### src/rtl/exp_diff_arbiter.sv
// Round-robin arbiter sharing one pipelined exponent-difference unit among NUM_REQ lanes.
// Define EXP_ARB_FIXED_PRIO_EN for fixed priority (lowest index wins, no pointer).
module exp_diff_arbiter #(
  parameter int SIZE_EXP = 8,
  parameter int NUM_REQ  = 4,
  parameter int LATENCY  = 2
) (
  input  logic                         i_clk,
  input  logic                         i_rst_n,
  input  logic                         i_flush,
  input  logic [NUM_REQ-1:0]           i_req_valid,
  output logic [NUM_REQ-1:0]           o_req_ready,
  input  logic [NUM_REQ*SIZE_EXP-1:0]  i_req_exp_a,
  input  logic [NUM_REQ*SIZE_EXP-1:0]  i_req_exp_b,
  output logic [SIZE_EXP-1:0]          o_unit_exp_a,
  output logic [SIZE_EXP-1:0]          o_unit_exp_b,
  input  logic [SIZE_EXP-1:0]          i_unit_exp_greater,
  input  logic [SIZE_EXP-1:0]          i_unit_diff_value,
  input  logic                         i_unit_diff_signal,
  output logic [NUM_REQ-1:0]           o_rsp_valid,
  output logic [SIZE_EXP-1:0]          o_rsp_exp_greater,
  output logic [SIZE_EXP-1:0]          o_rsp_diff_value,
  output logic                         o_rsp_diff_signal,
  output logic                         o_busy
);

  localparam int PTR_W = (NUM_REQ > 1) ? $clog2(NUM_REQ) : 1;
  localparam int CW    = PTR_W + 1;

  logic [PTR_W-1:0] w_start;
  logic [CW-1:0]    w_cand;
  logic             w_found;
  logic [PTR_W-1:0] w_gnt_idx;
  logic             w_accept;
  logic             w_rsp_on;

  logic [LATENCY-1:0] r_tag_vld;
  logic [PTR_W-1:0]   r_tag_id [LATENCY];

`ifdef EXP_ARB_FIXED_PRIO_EN
  assign w_start = '0;
`else
  logic [PTR_W-1:0] r_ptr;
  logic [PTR_W-1:0] w_ptr_nxt;
  logic [CW-1:0]    w_inc;

  // Next pointer is the lane after the granted one, wrapping modulo NUM_REQ.
  always_comb begin
    w_inc = {1'b0, w_gnt_idx} + CW'(1);
    if (w_inc >= CW'(NUM_REQ)) begin
      w_ptr_nxt = '0;
    end else begin
      w_ptr_nxt = w_inc[PTR_W-1:0];
    end
  end

  // Priority pointer moves only on an accepted request.
  always_ff @(posedge i_clk or negedge i_rst_n) begin
    if (!i_rst_n) begin
      r_ptr <= '0;
    end else if (w_accept) begin
      r_ptr <= w_ptr_nxt;
    end else begin
      r_ptr <= r_ptr;
    end
  end

  assign w_start = r_ptr;
`endif

  // Search for the first valid lane starting at the pointer, with wrap-around.
  always_comb begin
    w_found   = 1'b0;
    w_gnt_idx = '0;
    w_cand    = '0;
    for (int i = 0; i < NUM_REQ; i++) begin
      w_cand = {1'b0, w_start} + CW'(i);
      if (w_cand >= CW'(NUM_REQ)) begin
        w_cand = w_cand - CW'(NUM_REQ);
      end else begin
        w_cand = w_cand;
      end
      if (!w_found && i_req_valid[w_cand[PTR_W-1:0]]) begin
        w_found   = 1'b1;
        w_gnt_idx = w_cand[PTR_W-1:0];
      end else begin
        w_found   = w_found;
      end
    end
  end

  // Reset gating keeps ready and unit operands at zero while reset is held.
  assign w_accept = w_found & ~i_flush & i_rst_n;

  // One-hot ready and granted operands to the shared unit.
  always_comb begin
    o_req_ready = '0;
    for (int i = 0; i < NUM_REQ; i++) begin
      o_req_ready[i] = w_accept && (w_gnt_idx == PTR_W'(i));
    end
    if (w_accept) begin
      o_unit_exp_a = i_req_exp_a[w_gnt_idx*SIZE_EXP +: SIZE_EXP];
      o_unit_exp_b = i_req_exp_b[w_gnt_idx*SIZE_EXP +: SIZE_EXP];
    end else begin
      o_unit_exp_a = '0;
      o_unit_exp_b = '0;
    end
  end

  // Tag pipeline mirrors the unit depth; flush drops every in-flight tag.
  always_ff @(posedge i_clk or negedge i_rst_n) begin
    if (!i_rst_n) begin
      r_tag_vld <= '0;
      for (int k = 0; k < LATENCY; k++) begin
        r_tag_id[k] <= '0;
      end
    end else if (i_flush) begin
      r_tag_vld <= '0;
      for (int k = 0; k < LATENCY; k++) begin
        r_tag_id[k] <= '0;
      end
    end else begin
      r_tag_vld[0] <= w_accept;
      r_tag_id[0]  <= w_accept ? w_gnt_idx : '0;
      for (int k = 1; k < LATENCY; k++) begin
        r_tag_vld[k] <= r_tag_vld[k-1];
        r_tag_id[k]  <= r_tag_id[k-1];
      end
    end
  end

  // A result presented in the same cycle as a flush is killed along with the rest.
  assign w_rsp_on = r_tag_vld[LATENCY-1] & ~i_flush;

  // Route the unit result to the lane named by the oldest tag.
  always_comb begin
    o_rsp_valid = '0;
    if (w_rsp_on) begin
      for (int i = 0; i < NUM_REQ; i++) begin
        o_rsp_valid[i] = (r_tag_id[LATENCY-1] == PTR_W'(i));
      end
      o_rsp_exp_greater = i_unit_exp_greater;
      o_rsp_diff_value  = i_unit_diff_value;
      o_rsp_diff_signal = i_unit_diff_signal;
    end else begin
      o_rsp_exp_greater = '0;
      o_rsp_diff_value  = '0;
      o_rsp_diff_signal = 1'b0;
    end
  end

  assign o_busy = |r_tag_vld;

endmodule

### config.mk
export PLATFORM = sky130hd
export DESIGN_NAME = exp_diff_arbiter
export DESIGN_NICKNAME = d
export VERILOG_FILES = /design/src/rtl/exp_diff_arbiter.sv
export SDC_FILE = /design/constraint.sdc
export NUM_CORES = 1
export LEC_CHECK = 0
export CORE_MARGIN = 3
export CORE_UTILIZATION = 29
export DETAILED_ROUTE_END_ITERATION = 8
export PLACE_DENSITY = 0.95
export SYNTH_ARGS = -nofsm -noshare
export SYNTH_HDL_FRONTEND = slang
export SYNTH_SLANG_ARGS = --single-unit
### constraint.sdc
create_clock -name i_clk -period 4.18 [get_ports i_clk]
set_clock_uncertainty 0.05 [all_clocks]
set_input_delay 1.254 -clock i_clk [delete_from_list [all_inputs] [get_ports i_clk]]
set_output_delay 1.254 -clock i_clk [all_outputs]
set_load 0.01 [all_outputs]
Yosys cells after proc, flatten, opt, wreduce, memory -nomap -nowiden:

Cells that the tools add are included.

* flip-flop bits (word level): 8
* latch bits: 0
* RAM bits: 0
* ROM bits: 0
* input bits: 88
* output and inout port bits: 42
* word-level logic and storage cells: 76
* memories: 0

* $add $sub $neg: 8
* multiply operators: 0
* divide/modulo/power cells: 0
* order comparisons: 9
* eq/ne operators: 6
* shift-type cells: 2
* muxes and demuxes: 30
* bitwise gates (word level): 4
* reductions and logical operators: 13

Operators with widths (count)
* variable part select 32 x 6 -> 8 bit: 2
* 2-to-1 mux 8 bit: 4
* 2-to-1 mux 2 bit: 11
* greater-or-equal comparator 3 bit, second input constant: 4
* < comparator 2 x 3 -> 1 bit, second input constant: 4
* 2-to-1 mux 1 bit: 9
* binary-select mux 1 bit (select 2 bit): 4
* == test 2 bit, second input constant: 4
* 2-to-1 mux 4 bit: 2
* subtractor 2 x 1 -> 2 bit, second input constant: 4
* logical AND 1 bit: 7
* adder 2 x 1 -> 3 bit, second input constant: 2
* adder 2 x 2 -> 3 bit, second input constant: 2
* == test 2 x 1 -> 1 bit, second input constant: 2
* logical NOT 2 bit: 2
* bitwise AND 1 bit: 3
* greater-or-equal comparator 2 x 3 -> 1 bit, second input constant: 1
* logical NOT 1 bit: 3
* OR reduction 2 bit: 1
* inverter 1 bit: 1

Logic depth before layout (Yosys ltp):

Gate-level depths: netlist (run 1).

* depth after elaboration: 18
* depth in mapped cells: 8
* mapped depth without buffers: 6

Worst setup path after synthesis (run 1):

OpenSTA, ideal clock, no wires.

* kind: input port to output port
* start point: input port i_req_valid[0]
* end point: output port o_req_ready[0]
* arrival time: 2253 ps
* setup slack: 623 ps
* stages on the path: 7
* path buffers: 2
* path through: a21oi_1 > a2bb2oi_1 > buf_4 > buf_6 > inv_1 > ha_1 > and2_1

* longest elaborated chain between the ends: 15

RTL lines
* start: declaration: RTL line 11 `input logic [NUM_REQ-1:0] i_req_valid,`
* binary-select mux 1 bit (select 2 bit): RTL line 83 `if (!w_found && i_req_valid[w_cand[PTR_W-1:0]]) begin`
* 2-to-1 mux 1 bit (implied by the code): RTL line 83
* 2-to-1 mux 1 bit: RTL line 83
* logical NOT 1 bit: RTL line 83
* logical AND 1 bit: RTL line 83
* 2-to-1 mux 1 bit: RTL line 83
* logical NOT 1 bit: RTL line 83
* logical AND 1 bit: RTL line 83
* 2-to-1 mux 1 bit: RTL line 83
* logical NOT 1 bit: RTL line 83
* logical AND 1 bit: RTL line 83
* 2-to-1 mux 1 bit: RTL line 83
* bitwise AND 1 bit (2 in series): RTL line 93 `assign w_accept = w_found & ~i_flush & i_rst_n;`
* logical AND 1 bit *: RTL line 99 `o_req_ready[i] = w_accept && (w_gnt_idx == PTR_W'(i));`
* end: declaration: RTL line 12 `output logic [NUM_REQ-1:0] o_req_ready,`

Mark *: on every way between the ends. The rest lies on a longest branch, timed or not. The select of a mux whose other input is x is not followed.

Final worst setup path (run 1):

* start point: input port i_req_valid[0]
* end point: output port o_unit_exp_a[7]

* longest elaborated chain between the ends: 15

RTL lines
* parallel branches: the longest is 14 deep, another holds binary-select mux 1 bit (select 2 bit)
* 2-to-1 mux 8 bit *: RTL line 101 `if (w_accept) begin`
* end: declaration: RTL line 15 `output logic [SIZE_EXP-1:0] o_unit_exp_a,`

Mark *: on every way between the ends. The select of a mux whose other input is x is not followed.

==> results of run 1 <==
-- cell type report --
cell class              count  area (sq um)  share of cell area (%)
multi-input cells         100           871                    32.4
flip-flops and latches      8           200                    7.45
well taps                  46          57.6                    2.14
repair buffers            156          1500                    55.9
clock buffers               3          41.3                    1.54
inverters                   4          15.0                   0.559
-- worst max-delay path, stage by stage --
cell,delay [ns]
buf_2,0.14
nand2_2,0.09
nand3b_1,0.13
a2bb2oi_4,0.23
buf_4,0.17
buf_4,0.14
mux2i_1,0.25
o22ai_1,0.14
dlygate4sd2_1,0.30
-- through the flow --
step           utilization, %  setup slack, ns  power, mW
3_3_place_gp             71.1           -0.378      0.525
3_5_place_dp             71.1           -0.434      0.538
4_1_cts                  76.3          0.00327      0.709
2_1_floorplan               -            0.623      0.345
6_report                 76.3           0.0232      0.723
5_1_grt                  76.3          -0.0535      0.763
-- worst paths after layout --
check | from | endpoint | slack (ns) | depth (start not counted)
min in group asynchronous | i_rst_n | r_ptr[1] | 1.31 | 2
setup reg to reg | r_ptr[1] | r_ptr[1] | 2.24 | 7
hold reg to reg | r_tag_id[2] | r_tag_id[0] | 0.41 | 1
max in group asynchronous | i_rst_n | r_tag_id[3] | 2.64 | 2
setup / recovery | i_req_valid[0] | o_unit_exp_a[7] | 0.02 | 9
hold / removal | r_tag_id[2] | r_tag_id[0] | 0.41 | 1
-- metal layers --
layer  share of wire [%]  vias to the layer above
met2                  56                       81
met4                 2.2                        0
met5                   0                        -
met3                 8.9                       11
met1                  33                      674
li1                    -                      740
-- power by group through the flow --
| stage | clock network [mW] | logic (mW) | registers (mW) |
|---|---|---|---|
| floorplan | 0 | 0.246 | 0.0992 |
| global placement | 0 | 0.421 | 0.104 |
| detailed placement | 0 | 0.433 | 0.105 |
| CTS | 0.0943 | 0.507 | 0.107 |
| global route | 0.0986 | 0.554 | 0.110 |
| finish | 0.0936 | 0.522 | 0.108 |
-- placed cells by master, fill, tap and decap left out, drive strengths merged, types with 3 or more instances in the layout --
cell type / netlist / final
and2: 23 / 23
dlygate4sd2: 0 / 9
inv: 4 / 4
nor3b: 3 / 3
nor2b: 4 / 4
o22ai: 16 / 16
mux2i: 33 / 33
nand2: 4 / 4
buf: 6 / 29
clkdlybuf4s15: 0 / 4
clkbuf: 2 / 12
a21oi: 3 / 3
clkdlybuf4s50: 0 / 104
dfrtp: 8 / 8
ha: 4 / 4
-- cells by family (layout without fill, tap and decap cells) --
kind of cell | after synthesis | count (layout) | share of synthesized area, %
and+or+nand+nor | 41 | 41 | 26.7
AOI/OAI and AO/OA | 21 | 21 | 11.8
buffers and inverters | 12 | 163 | 8.12
DFF | 8 | 8 | 18.0
muxes | 34 | 34 | 30.8
adders and majority gates | 4 | 4 | 4.51
-- registers in the layout, indices dropped and copies added, names as in the netlist --
signal	count
r_ptr	2
r_tag_id	4
r_tag_vld	2
-- what timing repair did --
action	in CTS	in global routing
setup buffers	8	4
pin swaps	5	2
endpoints found under the setup margin	35	13
hold endpoints to repair	0	0
gates resized for setup	48	21
gates cloned	3	0
==> run_results.csv, run 1 <==
group,metric,value,unit
floorplanning,initial_core_util,31.5,%
power,leakage,1.24,nW
timing,final-setup-viol-count,0,
worst_setup_path,path_max_fanout,4,
timing,max_freq,241,MHz
synth,yosysTopAreaCellShare,29.8,%
floorplanning,die_w,67.9,um
cts,cts-root-buf,"clkbuf_8",
global_routing,met3_usage,5.42,%
power,pwr-share-seq,14.9,%
floorplanning,row_count,21,
floorplanning,io_pins,130,
routing,vias_per_cell,4.75,
timing,max_slew_margin,81.2,%
routing,drt_iter0_drc,41,
placed_design,io_buffers,129,
synth,ys.flop_type,"dfrtp_1",
power,powerDensity,269,nW/um^2
synth,synth_cells,120,
routing,vias,1506,
cts,clock_latency,0.23,ns
cts,clock-sinks,8,
cts,cts_inserted_buffers,3,
final_layout,area_growth,142,%
synth,yosysMostFrequentCell,"mux2i_1",
cts,path_clk_slew,0.04,ns
global_routing,grt-ovfl-total,0,
synth,yosys-top-cells-count,"mux2i_1, and2_1, o22ai_1",
routing,drtPass1Iterations,3,
cts,cts-hold-fix-buffers,0,
job,cap_violations,0,
cts,clockBufferDepth,2,
power,power_switching_share,35.1,%
final_layout,finalInstanceArea,2690,sq um
power,p_int,0.469,mW
final_layout,diodes,0,
synth,yosysUniqueCellTypes,27,
placed_design,hpwl,3.76,mm
timing,timing.hold.ws,0.407,ns
synth,synth_edf_count,0,
placed_design,placed_area,2500,sq um
cts,cts_htree_levels,1,
timing,post-route-period-util,99.4,%
timing,drv_slew,0,
routing,drt-total-wl,4.94,mm
floorplanning,die_height,67.9,um
outcome,status,"finished clean",
synth,synth.area.top_cells,"mux2i_1, dfrtp_1, and2_1",
synth,avgSynthCellArea,9.25,sq um
worst_setup_path,arrival,2.85,ns
power,p_clk_share,12.9,%
final_layout,nFillCells,250,
timing,tightest_slew,0.280,ns
power,p_comb_share,72.2,%
timing,min_period,4.16,ns
placed_design,dp.cells,299,
power,ir_drop,0.148,mV
floorplanning,die_area,4600,sq um
global_routing,grt_pass1_vias,1582,
global_routing,grt_max_degree,14,
worst_setup_path,worstSetupPathType,"in -> out",
global_routing,grtUsageTotal,20.9,%
synth,yosys_warnings,0,
global_routing,antenna_found_initial,0,
final_layout,fin_cells,317,
global_routing,grt.met1_usage,21.1,%
routing,ant_nets,0,
worst_hold_path,hp-class,"reg -> reg",
cts,cts_tree,"done",
final_layout,final_nets,365,
routing,wl_per_cell,15.6,um
floorplanning,fp.coreArea,3520,sq um
final_layout,drive_gt1_share,21.8,%
timing,hold_viol,0,
global_routing,busiest_layer,"met2",
routing,route.detailed.drc,0,
synth,synth_fp_nets,212,
synth,synthArstFlopShare,100,%
power,power_switching,0.254,mW
synth,synth_seq_area_share,18.0,%
synth,synth_top_area_cell,"mux2i_1",
worst_setup_path,start_kind,"input pin",
global_routing,gr-usage-met2,41.1,%
synth,ys_ff_latch,8,
worst_setup_path,crit_path_end_kind,"primary output",
global_routing,grt_pass1_wl,7.25,mm
worst_setup_path,required,2.88,ns
placed_design,gp_congestion,0.774,
synth,netlist_area,1110,sq um
timing,tns,0,ns
(Power assumes the default switching activity.)
==> run 2, diff against run 1 <==
SKIP_CTS_REPAIR_TIMING = 1   (was not set)
SLEW_MARGIN = 0   (was not set)
==> run 2 against run 1 <==
- the flow now finishes with violations (setup timing)
- count of clock-buffer cells in the layout stayed put
- cell area increased by 5.5%
- global-route usage decreased by 2.1 points
- fmax shrank 1.7%
- wire length is 4.2% higher
- critical path depth up 1
- critical endpoint is now o_unit_exp_a[6]
==> run_results.csv, run 2 (synthesis gave the netlist of run 1 again) <==
group,metric,value,unit
routing,drt_iter0_drc,35,
routing,drt-total-wl,5.15,mm
timing,finalWorstSetupSlack,-0.0484,ns
routing,ant_nets,0,
routing,vias_per_cell,4.86,
timing,rsz0062_at_grt,"yes",
final_layout,nFillCells,209,
timing,min_period,4.23,ns
placed_design,gp_congestion,0.774,
routing,wl_per_cell,16.1,um
timing,hold_viol,0,
final_layout,top_register,"r_tag_id",
timing,drv_slew,0,
floorplanning,die_height,67.9,um
worst_setup_path,path_max_fanout,5,
final_layout,final_nets,368,
global_routing,antenna_found_initial,0,
floorplanning,die_w,67.9,um
job,cap_violations,0,
timing,max_slew_margin,80.6,%
timing,max_freq,236,MHz
placed_design,io_buffers,129,
floorplanning,initial_core_util,31.5,%
floorplanning,row_count,21,
worst_setup_path,worstSetupPathType,"in -> out",
cts,cts_htree_levels,1,
worst_setup_path,crit_path_end_kind,"primary output",
cts,clockBufferDepth,2,
power,ir_drop,0.153,mV
floorplanning,die_area,4600,sq um
outcome,status,"finished with violations",
cts,cts_tree,"done",
final_layout,final_common_cell,"clkdlybuf4s50_1",
floorplanning,io_pins,130,
global_routing,grt_pass1_vias,1493,
cts,cts-root-buf,"clkbuf_8",
final_layout,diodes,0,
final_layout,top_regs,"r_tag_id x4, r_ptr x2, r_tag_vld x2",
global_routing,grtUsageTotal,18.8,%
routing,vias,1554,
cts,cts_inserted_buffers,3,
final_layout,largest_reg_flops,4,
timing,tightest_slew,0.291,ns
power,powerDensity,262,nW/um^2
power,leakage,1.91,nW
worst_setup_path,start_kind,"input pin",
final_layout,drive_gt1_share,19.0,%
worst_hold_path,hp-class,"reg -> reg",
global_routing,grt-ovfl-total,0,
final_layout,layout_common_cells,"clkdlybuf4s50_1, dlymetal6s2s_1, mux2i_1",
final_layout,area_growth,155,%
timing,final-setup-viol-count,2,
routing,route.detailed.drc,0,
timing,tns,-0.0623,ns
cts,clock_latency,0.23,ns
outcome,failed_checks,"setup timing",
worst_setup_path,required,2.88,ns
timing,post-route-period-util,101,%
timing,timing.hold.ws,0.407,ns
cts,clock-sinks,8,
global_routing,grt_max_degree,28,
worst_setup_path,arrival,2.92,ns
cts,path_clk_slew,0.04,ns
global_routing,grt_pass1_wl,6.55,mm
floorplanning,fp.coreArea,3520,sq um
placed_design,hpwl,3.76,mm
routing,drtPass1Iterations,5,
[run 2: critical path, stage by stage]
cell and delay (ns):
buf_2 0.15, nand3b_1 0.24, a2bb2oi_4 0.28, clkbuf_16 0.19
clkbuf_4 0.16, buf_4 0.13, buf_4 0.10, mux2i_1 0.19
o22ai_1 0.09, clkbuf_2 0.14
[run 2: per-stage QoR]
stage / util, % / total power [mW] / cell area, sq um / worst slack (ns) / cells
final: 80.5 / 0.742 / 2840 / -0.0484 / 320
after global routing: 80.5 / 0.783 / 2840 / -0.0935 / 320
after CTS: 72.3 / 0.634 / 2540 / -0.533 / 302
after detailed placement: 71.1 / 0.538 / 2500 / -0.434 / 299
after global placement: 71.1 / 0.525 / 2500 / -0.378 / 299
after floorplan: - / 0.345 / 1110 / 0.623 / 120
[run 2: routing by layer]
| metal | global-route usage [%] | part of all wire (%) |
|---|---|---|
| met1 | 17.6 | 33 |
| met2 | 36.8 | 56 |
| met3 | 6.24 | 8.4 |
| met4 | 7.69 | 2.7 |
| met5 | 0 | 0 |
[run 2: worst paths after layout]
path,from,to,slack [ns],cells past startpoint
min,r_tag_id[2],r_tag_id[0],0.41,1
max reg2reg,r_ptr[1],r_ptr[1],2.14,7
max in group asynchronous,i_rst_n,r_tag_id[3],2.64,2
min in group asynchronous,i_rst_n,r_ptr[1],1.31,2
min reg2reg,r_tag_id[2],r_tag_id[0],0.41,1
max,i_req_valid[1],o_unit_exp_a[6],-0.05,10
[run 2: where the power goes]
part           leakage (nW)  internal [mW]  total (mW)  switching [mW]
logic                  1.79          0.336       0.541           0.205
clock network        0.0216         0.0624      0.0929          0.0305
registers             0.104         0.0893       0.108          0.0186
[run 2: final cells by class]
type / count / area (sq um) / area share, %
multi-input cells: 100 / 867 / 30.6
clock buffers: 3 / 41.3 / 1.46
flip-flops and latches: 8 / 200 / 7.06
inverters: 4 / 15.0 / 0.530
repair buffers: 159 / 1650 / 58.3
well taps: 46 / 57.6 / 2.03
==> run 3, diff against run 2 <==
CORE_UTILIZATION = 27   (was 29)
PLACE_DENSITY = 0.9   (was 0.95)
clock period = 4.5 ns   (was 4.18 ns; I/O delays follow)
==> run 3 against run 2 <==
- the flow now finishes without violations
- sequential cell count did not move
- wire length fell by 11%
- utilization fell by 9.4 points
- sequential share of layout area rose by 0.35 points
- count of clock-buffer cells in the layout did not move
- clock power fell by 8.9%
- combinational power fell by 16%
- via count fell by 5.1%
- setup slack improved by 0.12 ns
- die area rose by 6.7%
- critical path type unchanged
- cell count fell by 2.8%
==> run_results.csv, run 3 (synthesis gave the netlist of run 1 again) <==
group,metric,value,unit
outcome,status,"finished clean",
placed_design,gp_congestion,0.718,
timing,max_freq,226,MHz
cts,cts_tree,"done",
placed_design,pre_cts_ws,-0.335,ns
timing,tightest_slew,0.408,ns
power,pwr-share-seq,15.6,%
final_layout,drive_gt1_share,14.8,%
power,power_switching_share,34.4,%
timing,finalWorstSetupSlack,0.0744,ns
placed_design,io_buffers,129,
worst_setup_path,path_common_cell,"clkdlybuf4s50_1",
worst_setup_path,max_stage_delay,0.56,ns
routing,route.detailed.drc,0,
timing,rsz0062_at_grt,"no",
global_routing,grt_max_degree,26,
global_routing,grt_pass1_wl,6.87,mm
final_layout,largest_reg_flops,4,
worst_setup_path,worstPathBufferInverterCount,3,
cts,clock_latency,0.22,ns
worst_setup_path,required,3.10,ns
final_layout,layout_common_cells,"clkdlybuf4s50_1, mux2i_1, and2_1",
placed_design,dp.cells,300,
power,p_clk_share,13.3,%
final_layout,nFillCells,293,
final_layout,final_common_cell,"clkdlybuf4s50_1",
power,ir_drop,0.144,mV
routing,wl_per_cell,14.8,um
global_routing,antenna_found_initial,0,
routing,vias_per_cell,4.74,
floorplanning,io_pins,130,
power,leakage,1.43,nW
timing,min_period,4.43,ns
cts,clockBufferDepth,2,
routing,drt_iter0_drc,35,
worst_setup_path,path_cells,"clkdlybuf4s50_1, nor3b_4, buf_12, nand2_4, o22ai_1, clkdlybuf4s50_1",
final_layout,top_regs,"r_tag_id x4, r_ptr x2, r_tag_vld x2",
floorplanning,fp.coreArea,3800,sq um
power,p_int,0.417,mW
power,p_comb_share,71.1,%
cts,cts_inserted_buffers,3,
routing,vias,1475,
routing,ant_nets,0,
worst_setup_path,crit_path_end_kind,"primary output",
worst_hold_path,hp-class,"reg -> reg",
routing,drt-total-wl,4.60,mm
timing,drv_slew,0,
job,cap_violations,0,
timing,final-setup-viol-count,0,
placed_design,hpwl,3.60,mm
floorplanning,die_w,70.1,um
cts,path_clk_slew,0.04,ns
worst_setup_path,worstSetupPathType,"in -> out",
power,powerDensity,235,nW/um^2
timing,post-route-period-util,98.3,%
global_routing,grt-ovfl-total,0,
cts,clock-sinks,8,
floorplanning,initial_core_util,29.2,%
floorplanning,die_height,70.1,um
floorplanning,die_area,4920,sq um
final_layout,final_nets,357,
power,power_switching,0.219,mW
worst_setup_path,path_max_fanout,8,
worst_setup_path,cp_slowest_cell,"clkdlybuf4s50_1",
final_layout,diodes,0,
worst_setup_path,start_kind,"input pin",
routing,drtPass1Iterations,4,
final_layout,fin_cells,311,
timing,hold_viol,0,
timing,max_slew_margin,72.5,%
global_routing,grt_pass1_vias,1531,
final_layout,top_register,"r_tag_id",
cts,cts-root-buf,"clkbuf_8",
worst_setup_path,worst_path_dominant_cell_family,"buffers and inverters",
global_routing,grtUsageTotal,16.8,%
worst_setup_path,arrival,3.03,ns
final_layout,area_growth,143,%
cts,cts_htree_levels,1,
floorplanning,row_count,22,
==> run 3: changes by cell type in the layout (fill, tap and decap cells not counted), moves of 2 or more <==
| cell | delta |
|---|---|
| buf_2 | -2 |
| buf_4 | -11 |
| clkdlybuf4s50_1 | +25 |
| dlymetal6s2s_1 | -22 |
==> run 3: area by class of cell <==
cell class | instances | area, sq um | share of cell area, %
clock buffers | 3 | 41.3 | 1.53
inverters | 4 | 15.0 | 0.556
multi-input cells | 101 | 870 | 32.2
flip-flops and latches | 8 | 200 | 7.41
well taps | 48 | 60.1 | 2.22
repair buffers | 147 | 1520 | 56.1
==> run 3: worst paths after layout <==
check	startpoint	end	slack [ns]	depth (start not counted)
worst max-delay path	i_flush	o_unit_exp_b[5]	0.07	6
max in group asynchronous	i_rst_n	r_tag_id[2]	2.90	2
worst max register to register	r_ptr[1]	r_ptr[1]	2.69	6
worst min-delay path	r_tag_id[3]	r_tag_id[1]	0.41	1
min in group asynchronous	i_rst_n	r_tag_id[3]	1.38	2
worst min register to register	r_tag_id[3]	r_tag_id[1]	0.41	1
==> run 3: layer usage <==
layer / GRT usage [%] / vias to the layer above / share of wire (%) / wire (um)
met2: 30.2 / 93 / 53 / 2430
li1: - / 721 / - / -
met5: 0 / - / 0 / 0
met4: 5.96 / 0 / 0.54 / 25
met3: 6.04 / 4 / 11 / 523
met1: 18.0 / 657 / 35 / 1620
==> run 3: power groups by stage <==
stage,logic (mW),clock network (mW),registers (mW)
after floorplan,0.228,0,0.0921
after global placement,0.395,0,0.0969
after detailed placement,0.402,0,0.0976
after CTS,0.405,0.0854,0.0967
after global routing,0.484,0.0910,0.101
final,0.452,0.0846,0.0988
==> run 3: worst register-to-register path, cell delays in order, from the launching register on <==
cell and delay, ns:
dfrtp_1 0.46, nand2_2 0.13, nand3b_1 0.14, a2bb2oi_4 0.25
buf_6 0.17, ha_1 0.23, mux2_2 0.27
==> run 3: stage by stage <==
step	hold WS [ns]	TNS (ns)	total power, mW	utilization (%)	instance area [sq um]
floorplan	0.389	0	0.320	-	1110
global placement	0.399	-5.24	0.492	65.8	2500
detailed placement	0.400	-6.05	0.499	65.8	2500
CTS	0.414	-6.32	0.587	66.9	2540
global route	0.445	0	0.676	71.1	2700
finish	0.408	0	0.635	71.1	2700
